==> src/rtl/if_pkg.sv <==
// rtl/if_pkg.sv - shared constants and state type for the instruction-fetch stage
package if_pkg;

  localparam int          PC_WIDTH    = 11;
  localparam int          INST_WIDTH  = 32;
  localparam logic [31:0] NOP         = 32'h0000_0000;
  localparam int          QUEUE_DEPTH = 2;

  // IDLE: no read in flight. BUSY: read in flight, data will be kept.
  // DROP: read in flight but made stale by a redirect, data will be discarded.
  typedef enum logic [1:0] {
    IDLE = 2'd0,
    BUSY = 2'd1,
    DROP = 2'd2
  } if_state_t;

endpackage

==> src/rtl/if_queue.sv <==
// rtl/if_queue.sv - two-entry FIFO holding fetched {instruction, next-pc} pairs
module if_queue #(
  parameter int DW = 43
) (
  input  logic          clock,
  input  logic          reset_n,
  input  logic          i_push,
  input  logic          i_pop,
  input  logic          i_flush,
  input  logic [DW-1:0] i_din,
  output logic [DW-1:0] o_dout,
  output logic [1:0]    o_count,
  output logic          o_valid
);

  logic [DW-1:0] r_mem [2];
  logic          r_rd_ptr;
  logic [1:0]    r_count;
  logic          w_wr_ptr;

  // Write slot is the read pointer advanced by the occupancy (mod 2).
  assign w_wr_ptr = r_rd_ptr ^ r_count[0];

  // Data storage; no reset needed because occupancy alone decides validity.
  always_ff @(posedge clock) begin
    if (i_push) begin
      r_mem[w_wr_ptr] <= i_din;
    end
  end

  // Occupancy and read pointer; flush empties the queue regardless of push/pop.
  always_ff @(posedge clock) begin
    if (!reset_n) begin
      r_rd_ptr <= 1'b0;
      r_count  <= 2'd0;
    end else if (i_flush) begin
      r_rd_ptr <= 1'b0;
      r_count  <= 2'd0;
    end else begin
      if (i_pop) begin
        r_rd_ptr <= ~r_rd_ptr;
      end
      r_count <= r_count + {1'b0, i_push} - {1'b0, i_pop};
    end
  end

  assign o_dout  = r_mem[r_rd_ptr];
  assign o_count = r_count;
  assign o_valid = (r_count != 2'd0);

endmodule

==> src/rtl/if_stage.sv <==
// rtl/if_stage.sv - instruction-fetch stage: pc register, request FSM, credit logic, output mux
module if_stage #(
  parameter int                     PC_WIDTH   = if_pkg::PC_WIDTH,
  parameter int                     INST_WIDTH = if_pkg::INST_WIDTH,
  parameter logic [PC_WIDTH-1:0]    RESET_PC   = '0,
  parameter logic [INST_WIDTH-1:0]  NOP        = if_pkg::NOP
) (
  input  logic                  clock,
  input  logic                  reset_n,
  input  logic                  IF_ID_Write,
  input  logic                  PCSrc,
  input  logic [PC_WIDTH-1:0]   branch_target,
  output logic                  imem_req,
  output logic [PC_WIDTH-1:0]   imem_addr,
  input  logic                  imem_ack,
  input  logic [INST_WIDTH-1:0] imem_data,
  output logic [INST_WIDTH-1:0] instruccion,
  output logic [PC_WIDTH-1:0]   pc,
  output logic                  if_valid
);

  import if_pkg::*;

  localparam int DW = INST_WIDTH + PC_WIDTH;

  if_state_t             r_state;
  if_state_t             w_state_next;
  logic [PC_WIDTH-1:0]   r_pc;
  logic [PC_WIDTH-1:0]   w_pc_next;
  logic [PC_WIDTH-1:0]   w_pc_inc;
  logic [PC_WIDTH-1:0]   r_addr;
  logic [PC_WIDTH-1:0]   w_addr_next;
  logic [PC_WIDTH-1:0]   w_addr_inc;
  logic                  r_req;

  logic                  w_valid;
  logic [1:0]            w_count;
  logic [DW-1:0]         w_q_dout;
  logic [INST_WIDTH-1:0] w_head_inst;
  logic [PC_WIDTH-1:0]   w_head_pc;

  logic                  w_ack_busy;
  logic                  w_push;
  logic                  w_pop;
  logic [1:0]            w_cnt_after;
  logic                  w_credit;

  assign w_pc_inc   = r_pc + PC_WIDTH'(1);
  assign w_addr_inc = r_addr + PC_WIDTH'(1);

  // A redirect wins over both the returning data and the downstream consume.
  assign w_ack_busy = (r_state == BUSY) && imem_ack;
  assign w_push     = w_ack_busy && !PCSrc;
  assign w_pop      = IF_ID_Write && w_valid && !PCSrc;

  // Occupancy after this edge; a completing read is counted either as pushed
  // data or as the still-outstanding slot, so it always occupies one credit.
  assign w_cnt_after = w_count - {1'b0, w_pop} + {1'b0, w_ack_busy};
  assign w_credit    = (w_cnt_after < 2'(QUEUE_DEPTH));

  // Next-state, next-pc and next-address decisions for the request FSM.
  always_comb begin
    w_state_next = r_state;
    w_pc_next    = r_pc;
    w_addr_next  = r_addr;
    case (r_state)
      IDLE: begin
        if (PCSrc) begin
          w_pc_next = branch_target;
        end else if (w_credit) begin
          w_state_next = BUSY;
          w_addr_next  = r_pc;
        end
      end
      BUSY: begin
        if (PCSrc) begin
          w_pc_next    = branch_target;
          // If the read completes on the redirect edge nothing is left to drop.
          w_state_next = imem_ack ? IDLE : DROP;
        end else if (imem_ack) begin
          w_pc_next = w_pc_inc;
          if (w_credit) begin
            w_addr_next = w_pc_inc;
          end else begin
            w_state_next = IDLE;
          end
        end
      end
      DROP: begin
        if (PCSrc) begin
          w_pc_next = branch_target;
        end
        if (imem_ack) begin
          w_state_next = IDLE;
        end
      end
      default: begin
        w_state_next = IDLE;
      end
    endcase
  end

  // State, pc and registered memory-request outputs.
  always_ff @(posedge clock) begin
    if (!reset_n) begin
      r_state <= IDLE;
      r_pc    <= RESET_PC;
      r_addr  <= '0;
      r_req   <= 1'b0;
    end else begin
      r_state <= w_state_next;
      r_pc    <= w_pc_next;
      r_addr  <= w_addr_next;
      r_req   <= (w_state_next != IDLE);
    end
  end

  if_queue #(
    .DW(DW)
  ) u_queue (
    .clock   (clock),
    .reset_n (reset_n),
    .i_push  (w_push),
    .i_pop   (w_pop),
    .i_flush (PCSrc),
    .i_din   ({imem_data, w_addr_inc}),
    .o_dout  (w_q_dout),
    .o_count (w_count),
    .o_valid (w_valid)
  );

  assign {w_head_inst, w_head_pc} = w_q_dout;

  assign imem_req    = r_req;
  assign imem_addr   = r_addr;
  assign if_valid    = w_valid;
  assign instruccion = w_valid ? w_head_inst : NOP;
  assign pc          = w_valid ? w_head_pc : '0;

endmodule
==> config.mk <==
export PLATFORM = sky130hd
export DESIGN_NAME = if_stage
export DESIGN_NICKNAME = d
export VERILOG_FILES = /design/src/rtl/if_pkg.sv /design/src/rtl/if_queue.sv /design/src/rtl/if_stage.sv
export SDC_FILE = /design/constraint.sdc
export NUM_CORES = 1
export LEC_CHECK = 0
export CORE_AREA = 2 2 113 115
export CTS_CLUSTER_DIAMETER = 150
export CTS_CLUSTER_SIZE = 40
export DETAILED_ROUTE_END_ITERATION = 8
export DIE_AREA = 0 0 115 117
export PLACE_DENSITY_LB_ADDON = 0.3
export REMOVE_ABC_BUFFERS = 1
export SYNTH_ARGS = -nofsm -noshare
export SYNTH_HDL_FRONTEND = slang
export SYNTH_SLANG_ARGS = --single-unit
==> constraint.sdc <==
create_clock -name clock -period 5.7 [get_ports clock]
set_input_delay 1.14 -clock clock [delete_from_list [all_inputs] [get_ports clock]]
set_output_delay 1.14 -clock clock [all_outputs]
set_load 0.005 [all_outputs]
==> results of run 1 <==
## cell type report
cell class              instances  area (um^2)  share of cell area (%)
clock inverters                14        226.5                   3.255
well taps                     150        187.7                   2.698
flip-flops and latches        115         3164                   45.49
clock buffers                  18        429.2                   6.169
multi-input cells             287         1881                   27.03
repair buffers                105         1046                   15.04
inverters                       6        22.52                  0.3237
## sequential cells by signal, summed over array words and instances (netlist names), named ones only
register          flops
u_queue.r_mem        86
imem_addr            11
r_pc                 11
r_state               2
u_queue.o_count       2
imem_req              1
u_queue.r_rd_ptr      1
## power breakdown
part / switching [uW] / total, uW / internal, uW
clock: 377 / 1160 / 782
combinational: 59.5 / 135 / 75.7
sequential: 25.3 / 947 / 922
total: 462 / 2240 / 1780
## how the worst max path moves through the flow
stage | startpoint | to | cells after the start
after global placement | imem_ack | u_queue.r_mem[0][40]$_DFFE_PP_ | 3
final | flip-flop | instruccion[7] | 4
after CTS | flip-flop | instruccion[7] | 4
after floorplan | imem_ack | u_queue.r_mem[1][0]$_DFFE_PP_ | 2
after detailed placement | imem_ack | u_queue.r_mem[0][27]$_DFFE_PP_ | 3
after global routing | flip-flop | instruccion[15] | 4
## cells in the final DEF (no fill, tap or decap), types with 2 or more instances in the layout
master | netlist | layout
nor2_1 | 57 | 56
xnor2_1 | 13 | 13
or2_2 | 3 | 3
nand4b_1 | 2 | 2
a311oi_1 | 2 | 2
nor2b_1 | 3 | 3
nor3_1 | 13 | 12
inv_1 | 6 | 6
and2_1 | 5 | 5
o22ai_1 | 4 | 4
buf_4 | 0 | 2
nand4_1 | 2 | 2
nand3_1 | 13 | 13
a221oi_1 | 6 | 6
and3_1 | 3 | 2
clkdlybuf4s50_1 | 0 | 103
edfxtp_1 | 86 | 86
clkbuf_16 | 0 | 17
or3_1 | 3 | 3
nor3b_1 | 2 | 2
nand2_1 | 26 | 26
nand3b_1 | 2 | 2
nand2b_1 | 6 | 6
clkinvlp_4 | 0 | 2
o31ai_1 | 3 | 3
dfxtp_1 | 29 | 28
nor4_1 | 2 | 2
o21a_1 | 5 | 5
a21oi_1 | 19 | 19
ha_1 | 3 | 3
a211oi_1 | 9 | 9
nor3_2 | 1 | 2
o21ai_0 | 11 | 11
clkinv_4 | 0 | 3
mux2i_1 | 51 | 51
bufinv_16 | 0 | 5
inv_6 | 0 | 4
xor2_1 | 5 | 5
## per-stage QoR
step / instances / instance area [um^2] / util [%]
final: 695 / 6957 / 56.50
after global routing: 695 / 6957 / 56.50
after CTS: 695 / 6957 / 56.50
after detailed placement: 663 / 6301 / 51.18
after global placement: 663 / 6301 / 51.18
after floorplan: 408 / 5052 / -
## tightest hold or removal path, stage by stage, from the launching register on
cell and delay (ns):
dfxtp_1 0.33, nand2_1 0.07, o22ai_1 0.07
## logic make-up after synthesis
family                     after synthesis  share of synthesized area (%)
and+or+nand+nor                        150                          14.34
DFF                                    115                          61.14
AOI/OAI and AO/OA                       65                          8.102
muxes                                   51                          9.867
buffers and inverters                   35                          2.781
xor gates and xnor gates                18                          3.047
adders and majority gates                3                         0.7256
## layer usage
| layer | wire length, um | vias up | share of wire [%] | GRT usage, % |
|---|---|---|---|---|
| li1 | - | 1802 | - | - |
| met1 | 4871 | 1666 | 46 | 21.12 |
| met2 | 4926 | 128 | 47 | 25.29 |
| met3 | 608 | 13 | 5.8 | 4.583 |
| met4 | 150 | 0 | 1.4 | 6.506 |
| met5 | 0 | - | 0 | 0 |
==> results.tsv, run 1 <==
metric	value	unit
status	complete, no violations	
drt pass-1 iters	5	
total of max-cap violations	0	
Yosys warnings	0	
number of global-route vias before repair	3359	
# diodes	0	
Area Growth Syn to Fin	34.46	%
first-pass GRT wire length	16.55	mm
Starting Density	42.02	%
startpoint type of the worst setup path	flip-flop	
die height	117	um
sequential area share after synthesis	61.14	%
# fillers	1056	
share of layout cells above drive strength 1	8.073	%
Final GP Congestion	0.8437	
core area	0.01231	mm^2
area share of the leading cell type in the synthesized netlist	49.92	%
Starting DRT DRC Count	174	
total power	2242	uW
Worst-path clk slew	0.05	ns
worst path buffer plus inverter count	2	
RSZ-0062 raised after global routing	no	
Final WS setup	2.080	ns
Hold WC Path Type	reg2reg	
Syn Area/Cell	11.84	um^2
worst slew pin tran	1.022	ns
Hold Path Depth	2	
CTS resizes	0	
Hold Startpoint	r_pc[10]$_SDFFE_PN0P_	
Worst R2R End	u_queue.o_count[0]$_SDFF_PP0_	
Mapped Area	0.005174	mm^2
synth top area cells	edfxtp_1 (50%), dfxtp_1 (11%), mux2i_1 (9.9%)	
Leakage	0.002264	uW
setup bufs post-CTS	0	
synthesized instance count	437	
CP Class	reg2out	
all-layer global routing usage	16.07	%
Final nets	583	
period utilisation layout	63.51	%
Bufs on Longest Clock Path	2	
largest net degree at the start of global routing	45	
most frequent cell after synthesis	edfxtp_1	
Routed WL	10.56	mm
Post-synth top flop	edfxtp_1	
top cells by count, synth	edfxtp_1 (86), nor2_1 (57), mux2i_1 (51), dfxtp_1 (29), nand2_1 (26)	
Power Dens Cells	322.3	mW/mm^2
Top delay family on crit path	buffers and inverters	
Hold Vio Cnt, Final	0	
worst vdd ir	0.1756	mV
initial antenna violation count	0	
I/O Buffers	103	
full die area	0.01346	mm^2
drt via density	5.193	
die width	115	um
Worst slew margin	31.88	%
row cnt	41	
Setup TNS Final	0	ns
slowest CP cell	dfxtp_2	
hold buffer count at cts	0	
CP max stage delay	0.82	ns
Num CTS Buffers	17	
Detailed Place HPWL	7.236	mm
RR Startpoint	u_queue.o_count[0]$_SDFF_PP0_	
Synth Register Bits	115	
I/O pin count	104	
synth unique cells	46	
Post-synth EDFFs	86	
WHS	0.5235	ns
Root Buffer	clkbuf_16	
CTS Sinks	115	
Critical Path Sink Type	output pin	
cells along the critical path	buf_4 > mux2i_1 > nor2_1 > clkdlybuf4s50_1	
max frequency	276.2	MHz
clk_lat worst skew	0.40	ns
CTS tree	built	
pins over their slew limit	0	
GR Overflow Total	0	
R2R cell count	7	
via count	3609	
Endpoint, Worst Hold	r_pc[10]$_SDFFE_PN0P_	
Tmin final	3.620	ns
total number of H-tree levels	4	
antenna viol nets, final	0	
Clock Skew	0.005231	ns
CP Data Required Time	4.56	ns
critical path arrival	2.48	ns
Yosys top cell by area	edfxtp_1	
Final Setup Violations	0	
FF-to-FF setup slack	3.41	ns
ys async rst share	0	%
WL/cell	15.19	um
residual DRC count	0	
Worst Path Max Fanout	25	
pre-CTS setup slack	2.335	ns
Power figures use the tool's default switching activity.
==> run 2: changes to the inputs <==
==> constraint.sdc (replaced) <==
create_clock -name clock -period 3.4 [get_ports clock]
set_input_delay 0.68 -clock clock [delete_from_list [all_inputs] [get_ports clock]]
set_output_delay 0.68 -clock clock [all_outputs]
set_load 0.005 [all_outputs]
==> run 2 against run 1 <==
  * Die area unchanged
  * Global-route usage grew 0.60 points
  * Sequential cell count unchanged
  * First-iteration DRC count is 16% higher
  * Largest cell class unchanged
  * Hold slack about the same
==> results.tsv, run 2 (synthesis gave the netlist of run 1 again) <==
metric	value	unit
status	complete, no violations	
R2R cell count	5	
Int Pwr	2684	uW
total power	3467	uW
total number of H-tree levels	4	
Worst Path Max Fanout	44	
part of the power in combinational logic	6.7	%
Hold WC Path Type	reg2reg	
GR Overflow Total	0	
via count	3704	
RR Startpoint	r_pc[0]$_SDFFE_PN0P_	
pins over their slew limit	0	
Starting Density	42.02	%
Area Growth Syn to Fin	33.95	%
clk_lat worst skew	0.41	ns
initial antenna violation count	0	
slowest CP cell	dfxtp_1	
Critical Path Sink Type	output pin	
die height	117	um
WL/cell	15.59	um
placed insts	669	
Starting DRT DRC Count	202	
FF-to-FF setup slack	1.34	ns
Worst R2R End	r_pc[10]$_SDFFE_PN0P_	
# fillers	1055	
# diodes	0	
setup bufs post-CTS	0	
CP Class	reg2out	
Endpoint, Worst Hold	r_pc[10]$_SDFFE_PN0P_	
net switching fraction of the power	22.58	%
worst slew pin tran	0.5622	ns
Hold Startpoint	r_pc[10]$_SDFFE_PN0P_	
commonest non-fill, non-tap cell in the layout	clkdlybuf4s50_1	
hold buffer count at cts	0	
Worst slew margin	62.21	%
Sw Pwr	783.0	uW
Hold Vio Cnt, Final	0	
Bufs on Longest Clock Path	2	
Final Setup Violations	0	
residual DRC count	0	
total of max-cap violations	0	
non-filler cells, final	701	
CP Data Required Time	2.72	ns
Clock Skew	0.01045	ns
Clock Power Share	47.5	%
I/O pin count	104	
Num CTS Buffers	17	
number of global-route vias before repair	3606	
startpoint type of the worst setup path	flip-flop	
Routed WL	10.93	mm
Final nets	589	
Tmin final	2.762	ns
Detailed Place HPWL	7.255	mm
worst vdd ir	0.3490	mV
period utilisation layout	81.23	%
Reg with most FFs	u_queue.r_mem	
critical path arrival	2.08	ns
Leakage	0.002247	uW
Final GP Congestion	0.8466	
most frequent cells in the layout	clkdlybuf4s50_1 (103), edfxtp_1 (86), nor2_1 (56)	
CTS tree	built	
sequential cell area	0.003164	mm^2
max frequency	362.1	MHz
Power Dens Cells	500.3	mW/mm^2
Hold Path Depth	2	
antenna viol nets, final	0	
largest net degree at the start of global routing	45	
post-route cell area	0.006930	mm^2
I/O Buffers	103	
Worst-path clk slew	0.06	ns
all-layer global routing usage	16.67	%
die width	115	um
core area	0.01231	mm^2
row cnt	41	
Root Buffer	clkbuf_16	
number of flip-flops in the largest register	86	
RSZ-0062 raised after global routing	no	
CTS Sinks	115	
first-pass GRT wire length	17.25	mm
drt via density	5.284	
drt pass-1 iters	5	
Reg power frac	45.8	%
CTS resizes	0	
full die area	0.01346	mm^2
cells along the critical path	nor2_4 > buf_4 > nor2_1 > clkdlybuf4s50_1	
Placed Area	0.006371	mm^2
share of layout cells above drive strength 1	9.074	%
area of the multi-input gates	0.001881	mm^2
CP max stage delay	0.58	ns
## run 2: cell type report
class	instances	area share [%]
Sequential cell	115	45.66
Multi-Input combinational cell	287	27.13
Timing Repair Buffer	111	16.10
Clock buffer	17	6.138
Tap cell	150	2.708
Clock inverter	15	1.932
Inverter	6	0.3250
## run 2: power by group through the flow
stage | registers, uW | logic [uW] | clock network (uW)
after floorplan | 1610 | 103 | 0
after global placement | 1620 | 227 | 0
final | 1590 | 233 | 1650
after detailed placement | 1620 | 233 | 0
after global routing | 1590 | 256 | 1750
after CTS | 1590 | 234 | 1680
## run 2: stage by stage
stage | hold WS (ns) | setup slack, ns | TNS, ns | util (%)
global route | 0.5450 | 0.5577 | 0 | 56.29
finish | 0.5239 | 0.6381 | 0 | 56.29
global placement | 0.5100 | 0.8228 | 0 | 51.75
detailed placement | 0.5186 | 0.8130 | 0 | 51.75
CTS | 0.5263 | 0.6344 | 0 | 56.29
floorplan | 0.4728 | -0.9269 | -39.86 | -
## run 2: how the worst max path moves through the flow
stage / from / endpoint / slack (ns)
floorplan: imem_ack / u_queue.r_mem[1][0]$_DFFE_PP_ / -0.93
global placement: PCSrc / r_pc[7]$_SDFFE_PN0P_ / 0.82
detailed placement: PCSrc / r_pc[7]$_SDFFE_PN0P_ / 0.81
CTS: u_queue.o_count[0]$_SDFF_PP0_ / pc[5] / 0.63
global route: u_queue.o_count[0]$_SDFF_PP0_ / pc[5] / 0.56
finish: u_queue.o_count[0]$_SDFF_PP0_ / pc[5] / 0.64
## run 2: worst max-delay path, delay by kind of cell, from the launching register on
kind,cells,cell delay (ns)
flops,1,0.58
buf+inv,2,0.81
simple gates,2,0.26
## run 2: metal layers
metal  share of wire [%]  GRT usage, %
met4                 1.0         6.908
met3                 5.7         4.171
met5                   0             0
met1                  46         21.13
met2                  48         27.53
